**src/rtl/usb_tx_pkg.sv**
```systemverilog
// rtl/usb_tx_pkg.sv - shared types and constants for the USB full-speed TX bit scheduler
package usb_tx_pkg;

  typedef enum logic [2:0] {
    ST_IDLE,
    ST_LOAD,
    ST_SHIFT,
    ST_STUFF,
    ST_EOP_SE0,
    ST_EOP_J
  } tx_state_e;

  localparam logic [3:0] BITS_PER_BYTE = 4'd8;
  localparam logic [2:0] STUFF_LIMIT   = 3'd6;
  localparam logic [1:0] EOP_SE0_BITS  = 2'd2;

endpackage

```
**src/rtl/tx_flex_counter.sv**
```systemverilog
// rtl/tx_flex_counter.sv - bit-period timer counting 1..rollover_val and rolling over to 1
module tx_flex_counter #(
  parameter int NUM_CNT_BITS = 4
) (
  input  logic                    clk,
  input  logic                    n_rst,
  input  logic                    clear,
  input  logic                    count_enable,
  input  logic [NUM_CNT_BITS-1:0] rollover_val,
  output logic                    rollover_flag
);

  logic [NUM_CNT_BITS-1:0] count;

  // A clear that lands with count_enable starts a fresh period at 1, so the
  // period that follows a state change is exactly rollover_val cycles long.
  always_ff @(posedge clk or negedge n_rst) begin
    if (!n_rst) begin
      count <= '0;
    end else if (clear) begin
      count <= count_enable ? NUM_CNT_BITS'(1) : '0;
    end else if (count_enable) begin
      count <= (count == rollover_val) ? NUM_CNT_BITS'(1) : count + 1'b1;
    end
  end

  assign rollover_flag = (count == rollover_val);

endmodule

```
**src/rtl/usb_tx_bit_sched.sv**
```systemverilog
// rtl/usb_tx_bit_sched.sv - USB FS TX bit scheduler: serialises bytes, stuffs bits, drives EOP
module usb_tx_bit_sched
  import usb_tx_pkg::*;
#(
  parameter int CLKS_PER_BIT = 8,
  parameter int NUM_CNT_BITS = 4
) (
  input  logic       clk,
  input  logic       rst,
  input  logic       start,
  input  logic       abort,
  input  logic [7:0] tx_byte,
  input  logic       byte_valid,
  input  logic       last_byte,
  output logic       byte_req,
  output logic       tx_bit,
  output logic       se0,
  output logic       bit_strobe,
  output logic       busy,
  output logic       done,
  output logic       underrun
);

  localparam logic [NUM_CNT_BITS-1:0] ROLL_VAL = NUM_CNT_BITS'(CLKS_PER_BIT);

  tx_state_e  state;
  logic [7:0] shreg;
  logic [7:0] buf_data;
  logic       buf_full;
  logic       buf_last;
  logic       cur_last;
  logic       last_acc;
  logic [3:0] bit_cnt;
  logic [2:0] ones;
  logic [1:0] eop_cnt;

  logic       active;
  logic       abort_hit;
  logic       load_go;
  logic       cnt_roll;
  logic       byte_xfer;
  logic [2:0] ones_next;
  logic       stuff_now;
  logic       boundary;

  assign busy      = (state != ST_IDLE);
  assign active    = (state inside {ST_LOAD, ST_SHIFT, ST_STUFF});
  assign abort_hit = abort && active;
  assign load_go   = (state == ST_LOAD) && buf_full;
  assign byte_req  = active && !buf_full && !last_acc;
  assign byte_xfer = byte_req && byte_valid;

  assign bit_strobe = cnt_roll && busy && (state != ST_LOAD);
  assign tx_bit     = (state == ST_SHIFT) ? shreg[0] : (state != ST_STUFF);
  assign se0        = (state == ST_EOP_SE0);

  assign ones_next = tx_bit ? ones + 3'd1 : 3'd0;
  assign stuff_now = (state == ST_SHIFT) && (ones_next == STUFF_LIMIT);
  // Byte boundary: last data bit with no stuff due, or a stuff bit deferred past it.
  assign boundary  = bit_strobe &&
                     (((state == ST_SHIFT) && !stuff_now && (bit_cnt == BITS_PER_BYTE - 4'd1)) ||
                      ((state == ST_STUFF) && (bit_cnt == BITS_PER_BYTE)));

  tx_flex_counter #(.NUM_CNT_BITS(NUM_CNT_BITS)) u_bit_timer (
    .clk          (clk),
    .n_rst        (~rst),
    .clear        (!busy || (state == ST_LOAD) || abort_hit),
    .count_enable ((busy && (state != ST_LOAD)) || load_go || abort_hit),
    .rollover_val (ROLL_VAL),
    .rollover_flag(cnt_roll)
  );

  always_ff @(posedge clk or posedge rst) begin
    if (rst) begin
      state    <= ST_IDLE;
      shreg    <= '0;
      buf_data <= '0;
      buf_full <= 1'b0;
      buf_last <= 1'b0;
      cur_last <= 1'b0;
      last_acc <= 1'b0;
      bit_cnt  <= '0;
      ones     <= '0;
      eop_cnt  <= '0;
      done     <= 1'b0;
      underrun <= 1'b0;
    end else begin
      done     <= 1'b0;
      underrun <= 1'b0;
      if (byte_xfer) begin
        buf_full <= 1'b1;
        buf_data <= tx_byte;
        buf_last <= last_byte;
        if (last_byte) last_acc <= 1'b1;
      end
      case (state)
        ST_IDLE: if (start) begin
          state    <= ST_LOAD;
          buf_full <= 1'b0;
          last_acc <= 1'b0;
          ones     <= '0;
          bit_cnt  <= '0;
        end
        ST_LOAD: if (buf_full) begin
          shreg    <= buf_data;
          cur_last <= buf_last;
          buf_full <= 1'b0;
          bit_cnt  <= '0;
          state    <= ST_SHIFT;
        end
        ST_SHIFT: if (bit_strobe) begin
          ones    <= stuff_now ? 3'd0 : ones_next;
          shreg   <= shreg >> 1;
          bit_cnt <= bit_cnt + 4'd1;
          if (stuff_now) state <= ST_STUFF;
        end
        ST_STUFF: if (bit_strobe) begin
          ones <= '0;
          if (!boundary) state <= ST_SHIFT;
        end
        ST_EOP_SE0: if (bit_strobe) begin
          if (eop_cnt == EOP_SE0_BITS - 2'd1) state <= ST_EOP_J;
          else eop_cnt <= eop_cnt + 2'd1;
        end
        ST_EOP_J: if (bit_strobe) begin
          state <= ST_IDLE;
          done  <= 1'b1;
        end
        default: state <= ST_IDLE;
      endcase
      if (boundary) begin
        if (buf_full) begin
          shreg    <= buf_data;
          cur_last <= buf_last;
          buf_full <= 1'b0;
          bit_cnt  <= '0;
          state    <= ST_SHIFT;
        end else begin
          state    <= ST_EOP_SE0;
          eop_cnt  <= '0;
          underrun <= !cur_last;
        end
      end
      if (abort_hit) begin
        state    <= ST_EOP_SE0;
        eop_cnt  <= '0;
        buf_full <= 1'b0;
      end
    end
  end

endmodule
```
**config.mk**
```make
export PLATFORM = sky130hd
export DESIGN_NAME = usb_tx_bit_sched
export DESIGN_NICKNAME = d
export VERILOG_FILES = /design/src/rtl/usb_tx_pkg.sv /design/src/rtl/tx_flex_counter.sv /design/src/rtl/usb_tx_bit_sched.sv
export SDC_FILE = /design/constraint.sdc
export NUM_CORES = 1
export LEC_CHECK = 0
export CAP_MARGIN = 30
export CELL_PAD_IN_SITES_DETAIL_PLACEMENT = 0
export CELL_PAD_IN_SITES_GLOBAL_PLACEMENT = 1
export CORE_ASPECT_RATIO = 0.8
export CORE_MARGIN = 2
export CORE_UTILIZATION = 30
export CTS_CLUSTER_SIZE = 14
export DETAILED_ROUTE_END_ITERATION = 10
export PLACE_DENSITY_LB_ADDON = 0.2
export SYNTH_ARGS = -nofsm -noshare
export SYNTH_HDL_FRONTEND = slang
export SYNTH_SLANG_ARGS = --single-unit
```
**constraint.sdc**
```tcl
create_clock -name clk -period 2.6 [get_ports clk]
set_input_delay 0.26 -clock clk [delete_from_list [all_inputs] [get_ports clk]]
set_output_delay 0.26 -clock clk [all_outputs]
set_load 0.01 [all_outputs]
```
==> results of run 1 <==
==> worst min-delay path by stage <==
stage	cells past startpoint	start	end
6_report	3	rst	eop_cnt[0]
5_1_grt	3	rst	buf_data[0]
4_1_cts	3	rst	buf_data[1]
3_5_place_dp	1	flip-flop	underrun
3_3_place_gp	2	buf_data[6]	buf_data[6]
2_1_floorplan	2	tx_byte[0]	buf_data[0]
==> critical path, stage by stage, from the launching register on <==
cell and delay (ns):
dfrtp_1 0.40, inv_1 0.09, ha_1 0.16, nand3b_1 0.10
nor2_1 0.28, clkdlybuf4s50_1 0.61
==> synth_stat cells (5+ instances only) <==
| cell type | instances |
|---|---|
| a21oi_1 | 12 |
| a22oi_1 | 8 |
| clkbuf_1 | 7 |
| dfrtp_1 | 38 |
| ha_1 | 5 |
| inv_1 | 8 |
| nand2_1 | 36 |
| nand3_1 | 7 |
| nor2_1 | 13 |
| nor3_1 | 5 |
| o21ai_0 | 10 |
| o2bb2ai_1 | 9 |
==> final cells by class <==
cell class                 count  area share (%)
clock buffer                   5           2.835
clock inverter                 3           2.835
inverter                       8           1.237
multi-input combinational    152           39.18
sequential                    38           39.18
tap                           84           4.330
timing repair buffer          27           10.41
==> state kept, by name (all words and copies together) (netlist names), named ones only <==
signal and flops:
buf_last 1, eop_cnt 2, bit_cnt 4, done 1, underrun 1, buf_data 8
state 3, ones 3, shreg 8, last_acc 1, buf_full 1, u_bit_timer.count 4
==> stage by stage <==
stage          cell area (um^2)  total power, mW  cells  hold WS [ns]  util (%)
3_3_place_gp               2290            1.922    309        0.4604     35.91
2_1_floorplan              1979            1.594    208        0.3654         -
3_5_place_dp               2290            1.918    309        0.4618     35.91
5_1_grt                    2427            2.711    317        0.4256     38.07
6_report                   2427            2.519    317        0.3771     38.07
4_1_cts                    2427            2.538    317        0.4069     38.07
==> placed cells by master (no fill, tap or decap), types with 3 or more instances in the layout <==
| master | Yosys | layout |
|---|---|---|
| a21oi_1 | 12 | 12 |
| buf_4 | 0 | 7 |
| and3_1 | 4 | 4 |
| ha_1 | 5 | 5 |
| nor2b_1 | 3 | 3 |
| nand2_1 | 36 | 36 |
| and2_1 | 3 | 3 |
| o21ai_0 | 10 | 10 |
| dfrtp_1 | 38 | 38 |
| inv_1 | 8 | 8 |
| o2bb2ai_1 | 9 | 9 |
| nor2_1 | 13 | 13 |
| nor3_1 | 5 | 5 |
| clkdlybuf4s50_1 | 0 | 20 |
| nand3_1 | 7 | 7 |
| clkbuf_8 | 0 | 5 |
| a22oi_1 | 8 | 8 |
==> where the power goes <==
part	leakage, nW	internal (mW)	switching (mW)
Sequential	0.500	0.797	0.157
Clock	0.0683	0.385	0.228
Combinational	0.522	0.420	0.532
==> cells by family (layout without fill, tap and decap cells) <==
| logic type | count (synthesis) | in the layout | share of synthesized area [%] |
|---|---|---|---|
| AO/OA/AOI/OAI | 60 | 60 | 22.38 |
| multiplexers | 2 | 2 | 1.075 |
| flip-flops | 38 | 38 | 48.04 |
| XOR/XNOR | 3 | 3 | 1.328 |
| adder cells (fa/ha/maj) | 5 | 5 | 3.161 |
| buffers and inverters | 18 | 43 | 3.919 |
| AND/OR/NAND/NOR | 82 | 82 | 20.10 |
==> layer usage <==
layer / vias up / global-route usage (%)
met1: 770 / 21.32
met4: 0 / 3.913
met2: 51 / 19.43
met5: - / 0
met3: 5 / 4.126
li1: 792 / -
==> impl_metrics.env, run 1 <==
export IMPL_status="completed"
export IMPL_rows=26
export IMPL_wl_met2_mm=1.976
export IMPL_syn_area_mm2=0.001979
export IMPL_grt_pass1_vias=1556
export IMPL_start_kind="flip-flop"
export IMPL_tns_ns=0
export IMPL_pre_cts_slack_ns=0.4447
export IMPL_clk_pin_slew_ns=0.08
export IMPL_dp_hpwl_mm=3.328
export IMPL_fin_crit_sh_pct=84.82
export IMPL_dieArea_mm2=0.007268
export IMPL_wl_mm=4.752
export IMPL_cts_path_max_buffers=2
export IMPL_startpoint="u_bit_timer.count[0]"
export IMPL_cts_hold_buffers=0
export IMPL_cts_sinks=38
export IMPL_cts_root_buf="clkbuf_8"
export IMPL_diodes=0
export IMPL_drc_errors=0
export IMPL_area_growth_pct=22.63
export IMPL_track_usage_pct=14.11
export IMPL_via_count=1618
export IMPL_crit_fanout=4
export IMPL_cts_tree="yes"
export IMPL_slew_limit_headroom_pct=61.43
export IMPL_vdd_drop_max_uv=360.7
export IMPL_synth_top_area_share_pct=48.04
export IMPL_rr_worst_depth=6
export IMPL_reg2reg_to="state[2]"
export IMPL_layout_nets=251
export IMPL_grt_overflow_total=0
export IMPL_fmax_mhz=453.5
export IMPL_core_area_mm2=0.006376
export IMPL_ys_ff_latch=38
export IMPL_yosys_top_cells_area="dfrtp_1, nand2_1, o2bb2ai_1"
export IMPL_drv_cap=0
export IMPL_first_iter_violations=119
export IMPL_wl_met1_mm=2.443
export IMPL_synth_edf_count=0
export IMPL_syn_nets=227
export IMPL_path_class="reg -> out"
export IMPL_r2r_start="ones[0]"
export IMPL_fill_cells=672
export IMPL_ys_types=47
export IMPL_end_kind="output pin"
export IMPL_grt_first_pass_wirelength_mm=7.976
export IMPL_insertion_delay_ns=0.30
export IMPL_p_leak_nw=1.091
export IMPL_finalSetupViolations=0
export IMPL_r2r_slack_ns=0.43
export IMPL_dr_pass1_iters=6
export IMPL_worstMarginPinSlew_ns=0.5726
export IMPL_cp_required_ns=2.34
export IMPL_drive_gt1_share_pct=9.442
export IMPL_yosys_warnings=0
export IMPL_h_tree_depth=2
export IMPL_fin_skew_ns=0.005742
export IMPL_wl_met3_um=292
export IMPL_cts_buffers=5
export IMPL_io_pins=21
export IMPL_async_flop_share_pct=100.0
export IMPL_rsz0062_at_grt="no"
export IMPL_io_buffers=20
export IMPL_syn_mean_instance_area_um2=9.516
export IMPL_vias_per_cell=5.104
export IMPL_arrival_ns=1.95
export IMPL_grt_max_degree=39
export IMPL_multiInputGateArea_um2=950.9
export IMPL_dieHeight_um=76.65
export IMPL_crit_path_end="bit_strobe"
export IMPL_power_density_mw_per_mm2=1038
export IMPL_start_util_pct=31.04
export IMPL_wire_per_inst_um=14.99
export IMPL_yosysTopAreaCell="dfrtp_1"
export IMPL_gp_congestion=0.8229
export IMPL_post_cts_resized=0
export IMPL_worst_slack_ns=0.3948
export IMPL_hold_viol_final=0
export IMPL_postCtsSetupRepairBufs=0
export IMPL_synth_seq_area_share_pct=48.04
export IMPL_synthCells=208
export IMPL_synth_ff_type="dfrtp_1"
export IMPL_fp_dieW_um=94.82
export IMPL_hold_path_class="in -> async"
export IMPL_period_needed_ns=2.205
export IMPL_antenna_found_initial=0
export IMPL_highest_layer="met4"
export IMPL_register_area_um2=950.9
export IMPL_ant_nets=0
export IMPL_drv_slew=0
No activity file was read; power rests on OpenSTA's default activity.
==> inputs of run 2 (changes only) <==
- clock period: 2.6 -> 1.95 ns (I/O delays scaled with it)
==> run 2 against run 1 <==
Against the previous run: the flow now finishes with violations (setup timing); via count is 2.8% higher; clock skew hardly changed; non-clock buffer count is 18 higher; routed wire length is 2.4% higher; die area stayed put; total power is 35% higher; first-iteration DRC count is 41% lower; final area is 6.0% higher; global-route usage is 0.83 points higher.
==> impl_metrics.env, run 2 (synthesis results as in run 1) <==
export IMPL_fin_crit_sh_pct=102.5
export IMPL_cts_buffers=5
export IMPL_worstMarginPinSlew_ns=0.4966
export IMPL_drive_gt1_share_pct=17.53
export IMPL_drv_cap=0
export IMPL_gp_congestion=0.7881
export IMPL_start_util_pct=31.04
export IMPL_p_leak_nw=1.194
export IMPL_antenna_found_initial=0
export IMPL_dieHeight_um=76.65
export IMPL_period_needed_ns=1.999
export IMPL_cts_root_buf="clkbuf_8"
export IMPL_drv_slew=0
export IMPL_globalRoute_busiestLayer="met1"
export IMPL_violations="setup timing"
export IMPL_reg_top3="buf_data: 8 flops, shreg: 8 flops"
export IMPL_finalSetupViolations=1
export IMPL_final_common_cell="dfrtp_1"
export IMPL_io_pins=21
export IMPL_grt_max_degree=39
export IMPL_fin_hold_ws_ns=0.3105
export IMPL_io_buffers=20
export IMPL_hold_path_class="in -> async"
export IMPL_cts_path_max_buffers=2
export IMPL_dp_hpwl_mm=3.469
export IMPL_layout_common_cells="dfrtp_1, nand2_1, buf_4"
export IMPL_cp_required_ns=2.14
export IMPL_fp_dieW_um=94.82
export IMPL_hold_viol_final=0
export IMPL_h_tree_depth=2
export IMPL_path_class="reg -> reg"
export IMPL_wl_mm=4.865
export IMPL_r2r_start="ones[0]"
export IMPL_vdd_drop_max_uv=627.4
export IMPL_cts_hold_buffers=0
export IMPL_ant_nets=0
export IMPL_vias_per_cell=4.967
export IMPL_grt_pass1_vias=1627
export IMPL_use_met3_pct=3.045
export IMPL_dr_pass1_iters=4
export IMPL_start_kind="flip-flop"
export IMPL_slew_limit_headroom_pct=66.90
export IMPL_cts_sinks=38
export IMPL_diodes=0
export IMPL_rr_worst_depth=6
export IMPL_r2r_slack_ns=-0.05
export IMPL_layout_nets=269
export IMPL_pre_cts_slack_ns=-0.02588
export IMPL_rsz0062_at_grt="yes"
export IMPL_track_usage_pct=14.95
export IMPL_status="finished, violations left"
export IMPL_fin_skew_ns=0.005943
export IMPL_worst_slack_ns=-0.04925
export IMPL_dieArea_mm2=0.007268
export IMPL_drc_errors=0
export IMPL_arrival_ns=2.18
export IMPL_use_met2_pct=19.36
export IMPL_cts_tree="yes"
export IMPL_via_count=1664
export IMPL_rows=26
export IMPL_fmax_mhz=500.2
export IMPL_end_kind="flip-flop"
export IMPL_power_density_mw_per_mm2=1321
export IMPL_core_area_mm2=0.006376
export IMPL_met1_usage_pct=24.23
export IMPL_final_cells=335
export IMPL_area_growth_pct=30.03
export IMPL_dp_cells=324
export IMPL_insertion_delay_ns=0.29
export IMPL_grt_first_pass_wirelength_mm=8.314
export IMPL_wire_per_inst_um=14.52
export IMPL_first_iter_violations=70
export IMPL_clk_pin_slew_ns=0.08
export IMPL_crit_fanout=2
export IMPL_grt_overflow_total=0
-- run 2: cell types whose count changed in the layout (fill, tap and decap cells not counted), moves of 2 or more --
cell             delta
buf_4              +15
clkdlybuf4s50_1     -4
buf_6               +3
clkinvlp_4          +3
dlygate4sd2_1       +2
dlymetal6s2s_1      +2
-- run 2: per-layer routing --
layer,wire [um],vias up
met5,0,-
met4,70,0
met3,167,6
met2,1943,32
met1,2683,797
li1,-,829
-- run 2: worst max-delay path by stage --
| stage | from | to | slack (ns) | depth (start not counted) |
|---|---|---|---|---|
| 5_1_grt | ones[0] | flip-flop | -0.13 | 6 |
| 6_report | ones[0] | flip-flop | -0.05 | 6 |
| 2_1_floorplan | ones[0] | flip-flop | -0.11 | 7 |
| 3_3_place_gp | ones[0] | flip-flop | 0.003 | 6 |
| 4_1_cts | ones[0] | state[2] | -0.03 | 6 |
| 3_5_place_dp | ones[0] | flip-flop | -0.03 | 6 |
-- run 2: layout make-up --
type                            instances  area (um^2)
Timing Repair Buffer                   45        401.6
Tap cell                               84        105.1
Sequential cell                        38        950.9
Clock inverter                          3        45.04
Inverter                                8        33.78
Multi-Input combinational cell        152        968.4
Clock buffer                            5        68.82
Fill cell                             661         3802
-- run 2: worst max-delay path: stages (launching register included) --
cell and delay (ns):
dfrtp_1 0.39, ha_1 0.31, and4b_2 0.27, a2111oi_4 0.31, o211a_1 0.21, a31o_4 0.11, mux2_4 0.29
-- run 2: report_power, final --
part | total [mW] | internal [mW] | switching [mW]
clock network | 0.684 | 0.381 | 0.304
logic | 1.48 | 0.692 | 0.787
registers | 1.24 | 1.06 | 0.173
total | 3.40 | 2.14 | 1.26
-- run 2: metrics by stage --
step / setup TNS, ns / cell area, um^2 / util, % / power, mW
after floorplan: -0.1148 / 1979 / - / 2.125
after global placement: 0 / 2402 / 37.68 / 2.668
after detailed placement: -0.04410 / 2402 / 37.68 / 2.667
after CTS: -0.04834 / 2536 / 39.78 / 3.407
after global routing: -1.106 / 2574 / 40.37 / 3.700
final: -0.04925 / 2574 / 40.37 / 3.401
-- run 2: timing repair --
item,4_1_cts,5_1_grt
pin swaps,0,0
gates resized for setup,4,9
setup buffers,2,1
gates cloned,0,0
endpoints found under the setup margin,6,18
